**config.mk**
```make
export PLATFORM = sky130hd
export DESIGN_NAME = register_file_flat
export DESIGN_NICKNAME = d
export VERILOG_FILES = /design/src/rtl/register_file_pkg.sv /design/src/rtl/register_file_if.sv /design/src/rtl/register_file.sv /design/src/flat_wrapper.sv
export SDC_FILE = /design/constraint.sdc
export NUM_CORES = 2
export LEC_CHECK = 0
export BUFFER_PORTS_ARGS = -buffer_cell sky130_fd_sc_hd__clkbuf_2
export CORE_UTILIZATION = 56
export DETAILED_ROUTE_END_ITERATION = 6
export PLACE_DENSITY = 0.84
export SLEW_MARGIN = 20
export SYNTH_ARGS = -nofsm -noshare
export SYNTH_HDL_FRONTEND = slang
export SYNTH_SLANG_ARGS = --single-unit
```
**constraint.sdc**
```tcl
create_clock -name clk_in -period 4.75 [get_ports clk_in]
set_input_delay 0.475 -clock clk_in [delete_from_list [all_inputs] [get_ports clk_in]]
set_output_delay 0.475 -clock clk_in [all_outputs]
set_load 0.02 [all_outputs]
```
**src/rtl/register_file_pkg.sv**
```systemverilog
// Shared types and constants for the architectural register file with rename tags.
// A tag of zero means the committed value is current; 1..32 name a ROB slot+1.
package register_file_pkg;
  localparam int REG_NUM  = 32;
  localparam int DATA_W   = 32;
  localparam int ROB_ID_W = 6;
  localparam int REG_W    = 5;

  typedef logic [DATA_W-1:0]   data_t;
  typedef logic [REG_W-1:0]    reg_t;
  typedef logic [ROB_ID_W-1:0] rob_id_t;

  localparam data_t   DATA_RESET   = {DATA_W{1'b0}};
  localparam reg_t    REG_RESET    = {REG_W{1'b0}};
  localparam rob_id_t ROB_ID_RESET = {ROB_ID_W{1'b0}};
  localparam logic    TRUE         = 1'b1;
  localparam logic    FALSE        = 1'b0;

  // A read of rs sees the retiring value only when it retires the producer the tag is waiting on.
  function automatic logic bypass_hit(input logic commit, input reg_t rd_rob, input reg_t rs,
                                      input rob_id_t tag, input rob_id_t q_rob);
    return commit && (rd_rob == rs) && (rs != REG_RESET) && (tag == q_rob);
  endfunction
endpackage

```
**src/rtl/register_file_if.sv**
```systemverilog
// Dispatcher read/rename and ROB commit/rollback bus of the register file.
interface register_file_if;
  import register_file_pkg::*;

  reg_t    rs1_from_dispatcher;
  reg_t    rs2_from_dispatcher;
  data_t   V1_to_dispatcher;
  rob_id_t Q1_to_dispatcher;
  data_t   V2_to_dispatcher;
  rob_id_t Q2_to_dispatcher;
  logic    enable_from_dispatcher;
  reg_t    rd_from_dispatcher;
  rob_id_t rob_id_from_dispatcher;
  logic    commit_flag;
  reg_t    rd_from_rob;
  data_t   V_from_rob;
  rob_id_t Q_from_rob;
  logic    rollback_flag;

  modport master (
    output rs1_from_dispatcher, rs2_from_dispatcher,
    input  V1_to_dispatcher, Q1_to_dispatcher, V2_to_dispatcher, Q2_to_dispatcher,
    output enable_from_dispatcher, rd_from_dispatcher, rob_id_from_dispatcher,
    output commit_flag, rd_from_rob, V_from_rob, Q_from_rob, rollback_flag
  );

  modport slave (
    input  rs1_from_dispatcher, rs2_from_dispatcher,
    output V1_to_dispatcher, Q1_to_dispatcher, V2_to_dispatcher, Q2_to_dispatcher,
    input  enable_from_dispatcher, rd_from_dispatcher, rob_id_from_dispatcher,
    input  commit_flag, rd_from_rob, V_from_rob, Q_from_rob, rollback_flag
  );
endinterface

```
**src/rtl/register_file.sv**
```systemverilog
// 32 x 32-bit architectural register file with per-register youngest-producer tags,
// combinational operand reads with commit bypass, rename, commit and rollback flush.
module register_file
  import register_file_pkg::*;
(
  input logic           clk_in,
  input logic           rst_in,
  input logic           rdy_in,
  register_file_if.slave rf_bus
);
  data_t   data_r [REG_NUM];
  rob_id_t tag_r  [REG_NUM];

  logic    commit_live_s;
  logic    rename_live_s;
  logic    rename_same_rd_s;
  data_t   v1_s;
  data_t   v2_s;
  rob_id_t q1_s;
  rob_id_t q2_s;

  assign commit_live_s    = rf_bus.commit_flag && (rf_bus.rd_from_rob != REG_RESET);
  assign rename_live_s    = rf_bus.enable_from_dispatcher && (rf_bus.rd_from_dispatcher != REG_RESET)
                            && !rf_bus.rollback_flag;
  assign rename_same_rd_s = rename_live_s && (rf_bus.rd_from_dispatcher == rf_bus.rd_from_rob);

  // State update: commit data write, tag clear unless renamed again, rename, rollback flush.
  always_ff @(posedge clk_in) begin
    if (rst_in) begin
      for (int i = 0; i < REG_NUM; i++) begin
        data_r[i] <= DATA_RESET;
        tag_r[i]  <= ROB_ID_RESET;
      end
    end else if (rdy_in) begin
      if (commit_live_s) begin
        data_r[rf_bus.rd_from_rob] <= rf_bus.V_from_rob;
      end
      if (rf_bus.rollback_flag) begin
        for (int i = 0; i < REG_NUM; i++) begin
          tag_r[i] <= ROB_ID_RESET;
        end
      end else begin
        if (commit_live_s && !rename_same_rd_s && (tag_r[rf_bus.rd_from_rob] == rf_bus.Q_from_rob)) begin
          tag_r[rf_bus.rd_from_rob] <= ROB_ID_RESET;
        end
        if (rename_live_s) begin
          tag_r[rf_bus.rd_from_dispatcher] <= rf_bus.rob_id_from_dispatcher;
        end
      end
    end
  end

  // Operand read port 1: x0 reads zero, matching commit bypasses, else current state.
  always_comb begin
    v1_s = data_r[rf_bus.rs1_from_dispatcher];
    q1_s = tag_r[rf_bus.rs1_from_dispatcher];
    if (rf_bus.rs1_from_dispatcher == REG_RESET) begin
      v1_s = DATA_RESET;
      q1_s = ROB_ID_RESET;
    end else if (bypass_hit(rf_bus.commit_flag, rf_bus.rd_from_rob, rf_bus.rs1_from_dispatcher,
                            tag_r[rf_bus.rs1_from_dispatcher], rf_bus.Q_from_rob)) begin
      v1_s = rf_bus.V_from_rob;
      q1_s = ROB_ID_RESET;
    end else begin
      v1_s = data_r[rf_bus.rs1_from_dispatcher];
      q1_s = tag_r[rf_bus.rs1_from_dispatcher];
    end
  end

  // Operand read port 2, same rules as port 1.
  always_comb begin
    v2_s = data_r[rf_bus.rs2_from_dispatcher];
    q2_s = tag_r[rf_bus.rs2_from_dispatcher];
    if (rf_bus.rs2_from_dispatcher == REG_RESET) begin
      v2_s = DATA_RESET;
      q2_s = ROB_ID_RESET;
    end else if (bypass_hit(rf_bus.commit_flag, rf_bus.rd_from_rob, rf_bus.rs2_from_dispatcher,
                            tag_r[rf_bus.rs2_from_dispatcher], rf_bus.Q_from_rob)) begin
      v2_s = rf_bus.V_from_rob;
      q2_s = ROB_ID_RESET;
    end else begin
      v2_s = data_r[rf_bus.rs2_from_dispatcher];
      q2_s = tag_r[rf_bus.rs2_from_dispatcher];
    end
  end

  assign rf_bus.V1_to_dispatcher = v1_s;
  assign rf_bus.Q1_to_dispatcher = q1_s;
  assign rf_bus.V2_to_dispatcher = v2_s;
  assign rf_bus.Q2_to_dispatcher = q2_s;
endmodule

```
**src/flat_wrapper.sv**
```systemverilog
// flat-port wrapper written by rule: the top's interface ports become plain ports
module register_file_flat import register_file_pkg::*;
  (clk_in, rst_in, rdy_in, rf_bus_rs1_from_dispatcher, rf_bus_rs2_from_dispatcher, rf_bus_V1_to_dispatcher, rf_bus_Q1_to_dispatcher, rf_bus_V2_to_dispatcher, rf_bus_Q2_to_dispatcher, rf_bus_enable_from_dispatcher, rf_bus_rd_from_dispatcher, rf_bus_rob_id_from_dispatcher, rf_bus_commit_flag, rf_bus_rd_from_rob, rf_bus_V_from_rob, rf_bus_Q_from_rob, rf_bus_rollback_flag);
  register_file_if rf_bus_i ();
  input logic clk_in;
  input logic rst_in;
  input logic rdy_in;
  input wire logic [$bits(rf_bus_i.rs1_from_dispatcher)-1:0] rf_bus_rs1_from_dispatcher;
  input wire logic [$bits(rf_bus_i.rs2_from_dispatcher)-1:0] rf_bus_rs2_from_dispatcher;
  output wire logic [$bits(rf_bus_i.V1_to_dispatcher)-1:0] rf_bus_V1_to_dispatcher;
  output wire logic [$bits(rf_bus_i.Q1_to_dispatcher)-1:0] rf_bus_Q1_to_dispatcher;
  output wire logic [$bits(rf_bus_i.V2_to_dispatcher)-1:0] rf_bus_V2_to_dispatcher;
  output wire logic [$bits(rf_bus_i.Q2_to_dispatcher)-1:0] rf_bus_Q2_to_dispatcher;
  input wire logic [$bits(rf_bus_i.enable_from_dispatcher)-1:0] rf_bus_enable_from_dispatcher;
  input wire logic [$bits(rf_bus_i.rd_from_dispatcher)-1:0] rf_bus_rd_from_dispatcher;
  input wire logic [$bits(rf_bus_i.rob_id_from_dispatcher)-1:0] rf_bus_rob_id_from_dispatcher;
  input wire logic [$bits(rf_bus_i.commit_flag)-1:0] rf_bus_commit_flag;
  input wire logic [$bits(rf_bus_i.rd_from_rob)-1:0] rf_bus_rd_from_rob;
  input wire logic [$bits(rf_bus_i.V_from_rob)-1:0] rf_bus_V_from_rob;
  input wire logic [$bits(rf_bus_i.Q_from_rob)-1:0] rf_bus_Q_from_rob;
  input wire logic [$bits(rf_bus_i.rollback_flag)-1:0] rf_bus_rollback_flag;
  assign rf_bus_i.rs1_from_dispatcher = rf_bus_rs1_from_dispatcher;
  assign rf_bus_i.rs2_from_dispatcher = rf_bus_rs2_from_dispatcher;
  assign rf_bus_V1_to_dispatcher = rf_bus_i.V1_to_dispatcher;
  assign rf_bus_Q1_to_dispatcher = rf_bus_i.Q1_to_dispatcher;
  assign rf_bus_V2_to_dispatcher = rf_bus_i.V2_to_dispatcher;
  assign rf_bus_Q2_to_dispatcher = rf_bus_i.Q2_to_dispatcher;
  assign rf_bus_i.enable_from_dispatcher = rf_bus_enable_from_dispatcher;
  assign rf_bus_i.rd_from_dispatcher = rf_bus_rd_from_dispatcher;
  assign rf_bus_i.rob_id_from_dispatcher = rf_bus_rob_id_from_dispatcher;
  assign rf_bus_i.commit_flag = rf_bus_commit_flag;
  assign rf_bus_i.rd_from_rob = rf_bus_rd_from_rob;
  assign rf_bus_i.V_from_rob = rf_bus_V_from_rob;
  assign rf_bus_i.Q_from_rob = rf_bus_Q_from_rob;
  assign rf_bus_i.rollback_flag = rf_bus_rollback_flag;
  register_file u_core (.clk_in(clk_in), .rst_in(rst_in), .rdy_in(rdy_in), .rf_bus(rf_bus_i));
endmodule
```
==> summary.md <==
| Metric | Value |
|---|---|
| Status | `completed` |
| Clk buf depth | `3` |
| Layout cell share with drive strength beyond 1 | `31.50%` |
| Vias in the first global route | `45.64k` |
| RD Place Congestion | `1.023` |
| Final Cycle Share | `97.98%` |
| CTS tree | `yes` |
| Clk sink count | `1216` |
| Final setup vio count | `0` |
| Syn-to-layout area delta | `11.26%` |
| Number of hold buffers added after cts | `0` |
| Vert. Die Dim | `349.9 µm` |
| Largest net degree at the start of global routing | `141` |
| Fmax | `0.2149 GHz` |
| Setup TNS | `0 ns` |
| First-pass GRT wire length | `320600 µm` |
| DR vias | `45.37k` |
| P per Cell Area | `357.8 nW/µm²` |
| Peak VDD IR | `0.3676 mV` |
| WL per Instance | `37.00 µm` |
| TritonRoute pass-1 iters | `6` |
| Die area | `122400 µm²` |
| Avg Synthesized Cell Area | `15.63 µm²` |
| Post-Synthesis Cells | `4338` |
| Place WS | `0.1837 ns` |
| Clk_lat worst skew | `0.77 ns` |
| Synth warn | `0` |
| Num rows | `127` |
| Clk_skew | `0.03199 ns` |
| Power Total | `26.99 mW` |
| Crit start category | `flop` |
| Final Hold Viols | `0` |
| H-tree Lvls | `4` |
| Hold slack | `0.2621 ns` |
| GRT Total Usage | `37.28%` |
| Ys async rst share | `0%` |
| 1st-iter DRT viols | `7978` |
| Top Ports | `146` |
| Most used flip-flop cell after synthesis | `edfxtp_1` |
| RSZ-0062 raised after global routing | `false` |
| DRC viols | `0` |
| R2r setup slk | `0.95 ns` |
| CP Max Fanout | `32` |
| Via/cell ratio | `7.415` |
| Minimum clock period | `4.654 ns` |
| Max_cap viols | `0` |
| Worst Path Arrival | `4.18 ns` |
| Remaining global-route overflow | `0` |
| Fin nets | `4464` |
| Netlist cell types | `60` |
| Final Max Tran Viols | `0` |
| Antenna Nets Post-Route | `0` |
| Kind of critical path | `reg -> out` |
| Critical Path RT | `4.28 ns` |
| Reg clk slew, reported paths | `0.06 ns` |
| Worst Hold Class | `in -> reg` |
| Number of synthesized flops with an enable pin | `1216` |
| Synth Register Bits | `1216` |
| Port bufs | `145` |
| Die width | `349.9 µm` |
| Worst-Margin Slew | `1.129 ns` |
| Synth Cell Area | `67790 µm²` |
| Seq/Total Area, Yosys | `53.87%` |
| Core ar. | `120000 µm²` |
| Post-route worst setup slack | `0.09585 ns` |
| Relative slew slack | `24.75%` |
| Pleak | `26.12 nW` |
| Root Driver | `clkbuf_16` |
| Initial antenna violation count | `16` |
| CP endpoint kind | `primary output` |
| DRT Wirelength | `226400 µm` |
| CTS buffer count | `131` |
| Initial core utilization | `56.50%` |
| Dpl hpwl | `133400 µm` |
## cells in the final DEF (no fill, tap or decap), types with 20 or more instances in the layout
cell / count
clkbuf_1: 20
and2_1: 1180
o211a_1: 32
edfxtp_1: 1216
nor2_1: 82
xor2_1: 22
mux2i_1: 115
clkinv_2: 25
a21oi_1: 35
mux4_2: 751
buf_4: 182
nand2_1: 37
clkinv_1: 27
clkbuf_2: 123
nor2_4: 30
nand4_1: 20
buf_12: 26
o41ai_1: 28
a22oi_1: 31
conb_1: 38
o21ai_0: 66
clkbuf_16: 132
or2_2: 36
## timing repair
| action | CTS | global route |
|---|---|---|
| pin swaps | 2 | 2 |
| gates cloned | 1 | 0 |
| setup buffers | 4 | 2 |
| resized for setup | 28 | 16 |
| endpoints found under the setup margin | 38 | 62 |
## cell usage after synthesis (4+ instances only)
cell type / n / area [µm²]
and3_1: 7 / 43.79
nand3b_1: 11 / 82.58
buf_6: 8 / 90.09
o211a_1: 32 / 320.3
nor3b_1: 14 / 105.1
nor2_1: 112 / 420.4
clkbuf_1: 349 / 1310
nand4_1: 20 / 125.1
inv_1: 6 / 22.52
and3b_1: 4 / 35.03
a2bb2oi_1: 4 / 35.03
buf_4: 5 / 37.54
nand3_1: 14 / 70.07
nand2_1: 38 / 142.6
o21ai_0: 66 / 330.3
a21oi_1: 43 / 215.2
o211ai_1: 7 / 52.55
mux4_2: 750 / 16890
a22oi_1: 31 / 232.7
xor2_1: 23 / 201.4
nand2b_1: 4 / 25.02
mux2_2: 18 / 202.7
xnor2_1: 9 / 78.83
nor4_1: 4 / 25.02
a211oi_1: 5 / 37.54
o221ai_1: 4 / 35.03
buf_2: 75 / 375.4
or3b_2: 5 / 43.79
and2_1: 1180 / 7382
or2_2: 37 / 231.5
mux2i_1: 118 / 1181
nor2b_1: 10 / 62.56
buf_1: 27 / 101.4
o41ai_1: 32 / 280.3
edfxtp_1: 1216 / 36520
a221oi_1: 7 / 61.31
mux2_1: 4 / 45.04
## cell type report
type	instances	area (µm²)
clock buffers	152	3378
inverters	7	36.28
diodes	8	20.02
well taps	1612	2017
fillers	8088	44550
clock inverters	86	895.9
flip-flops and latches	1216	36520
repair buffers	351	2725
multi-input cells	2687	29830
## per-stage QoR
stage	std cells	utilization [%]	cell area, µm²
after floorplan	4375	-	67930
after global placement	5865	59.08	70880
after detailed placement	5865	59.08	70880
after CTS	6108	62.79	75330
after global routing	6111	62.85	75400
final	6119	62.86	75420
## worst paths after layout
path,startpoint,endpoint,cells past startpoint
setup reg to reg,u_core.tag_r[26][0],u_core.tag_r[2][0],9
hold / removal,rst_in,u_core.data_r[0][1],1
setup / recovery,u_core.tag_r[15][4],rf_bus_V1_to_dispatcher[3],9
hold reg to reg,u_core.tag_r[0][3],u_core.tag_r[20][4],9
## sequential cells by signal, indices dropped and copies added, names as in the netlist
register       flops
u_core.tag_r     192
u_core.data_r   1024
## report_power, final
part / internal [mW] / switching (mW)
Clock: 5.87 / 4.52
Combinational: 1.65 / 2.16
Sequential: 12.4 / 0.383
Total: 19.9 / 7.06
## cell families after synthesis
group	synth area share, %
XOR/XNOR	0.4134
AO/OA/AOI/OAI	2.722
buffers and inverters	2.876
flip-flops	53.87
multiplexers	27.06
AND/OR/NAND/NOR	13.05
other	0.005532
## critical path, cell delays in order, from the launching register on
cell	delay (ns)
edfxtp_1	0.49
mux4_2	0.53
mux4_2	0.54
mux2i_1	0.34
xor2_1	0.21
nand3_2	0.12
buf_4	0.35
o21ai_0	0.24
o211a_1	0.36
clkbuf_2	0.23
## per-layer routing
metal / GRT usage, % / up-vias / wire length [µm]
li1: - / 17040 / -
met1: 46.20 / 22680 / 71110
met2: 56.49 / 4607 / 103800
met3: 13.17 / 1027 / 36110
met4: 22.50 / 14 / 15160
met5: 0.6279 / - / 172
No activity file was read; power rests on OpenSTA's default activity.
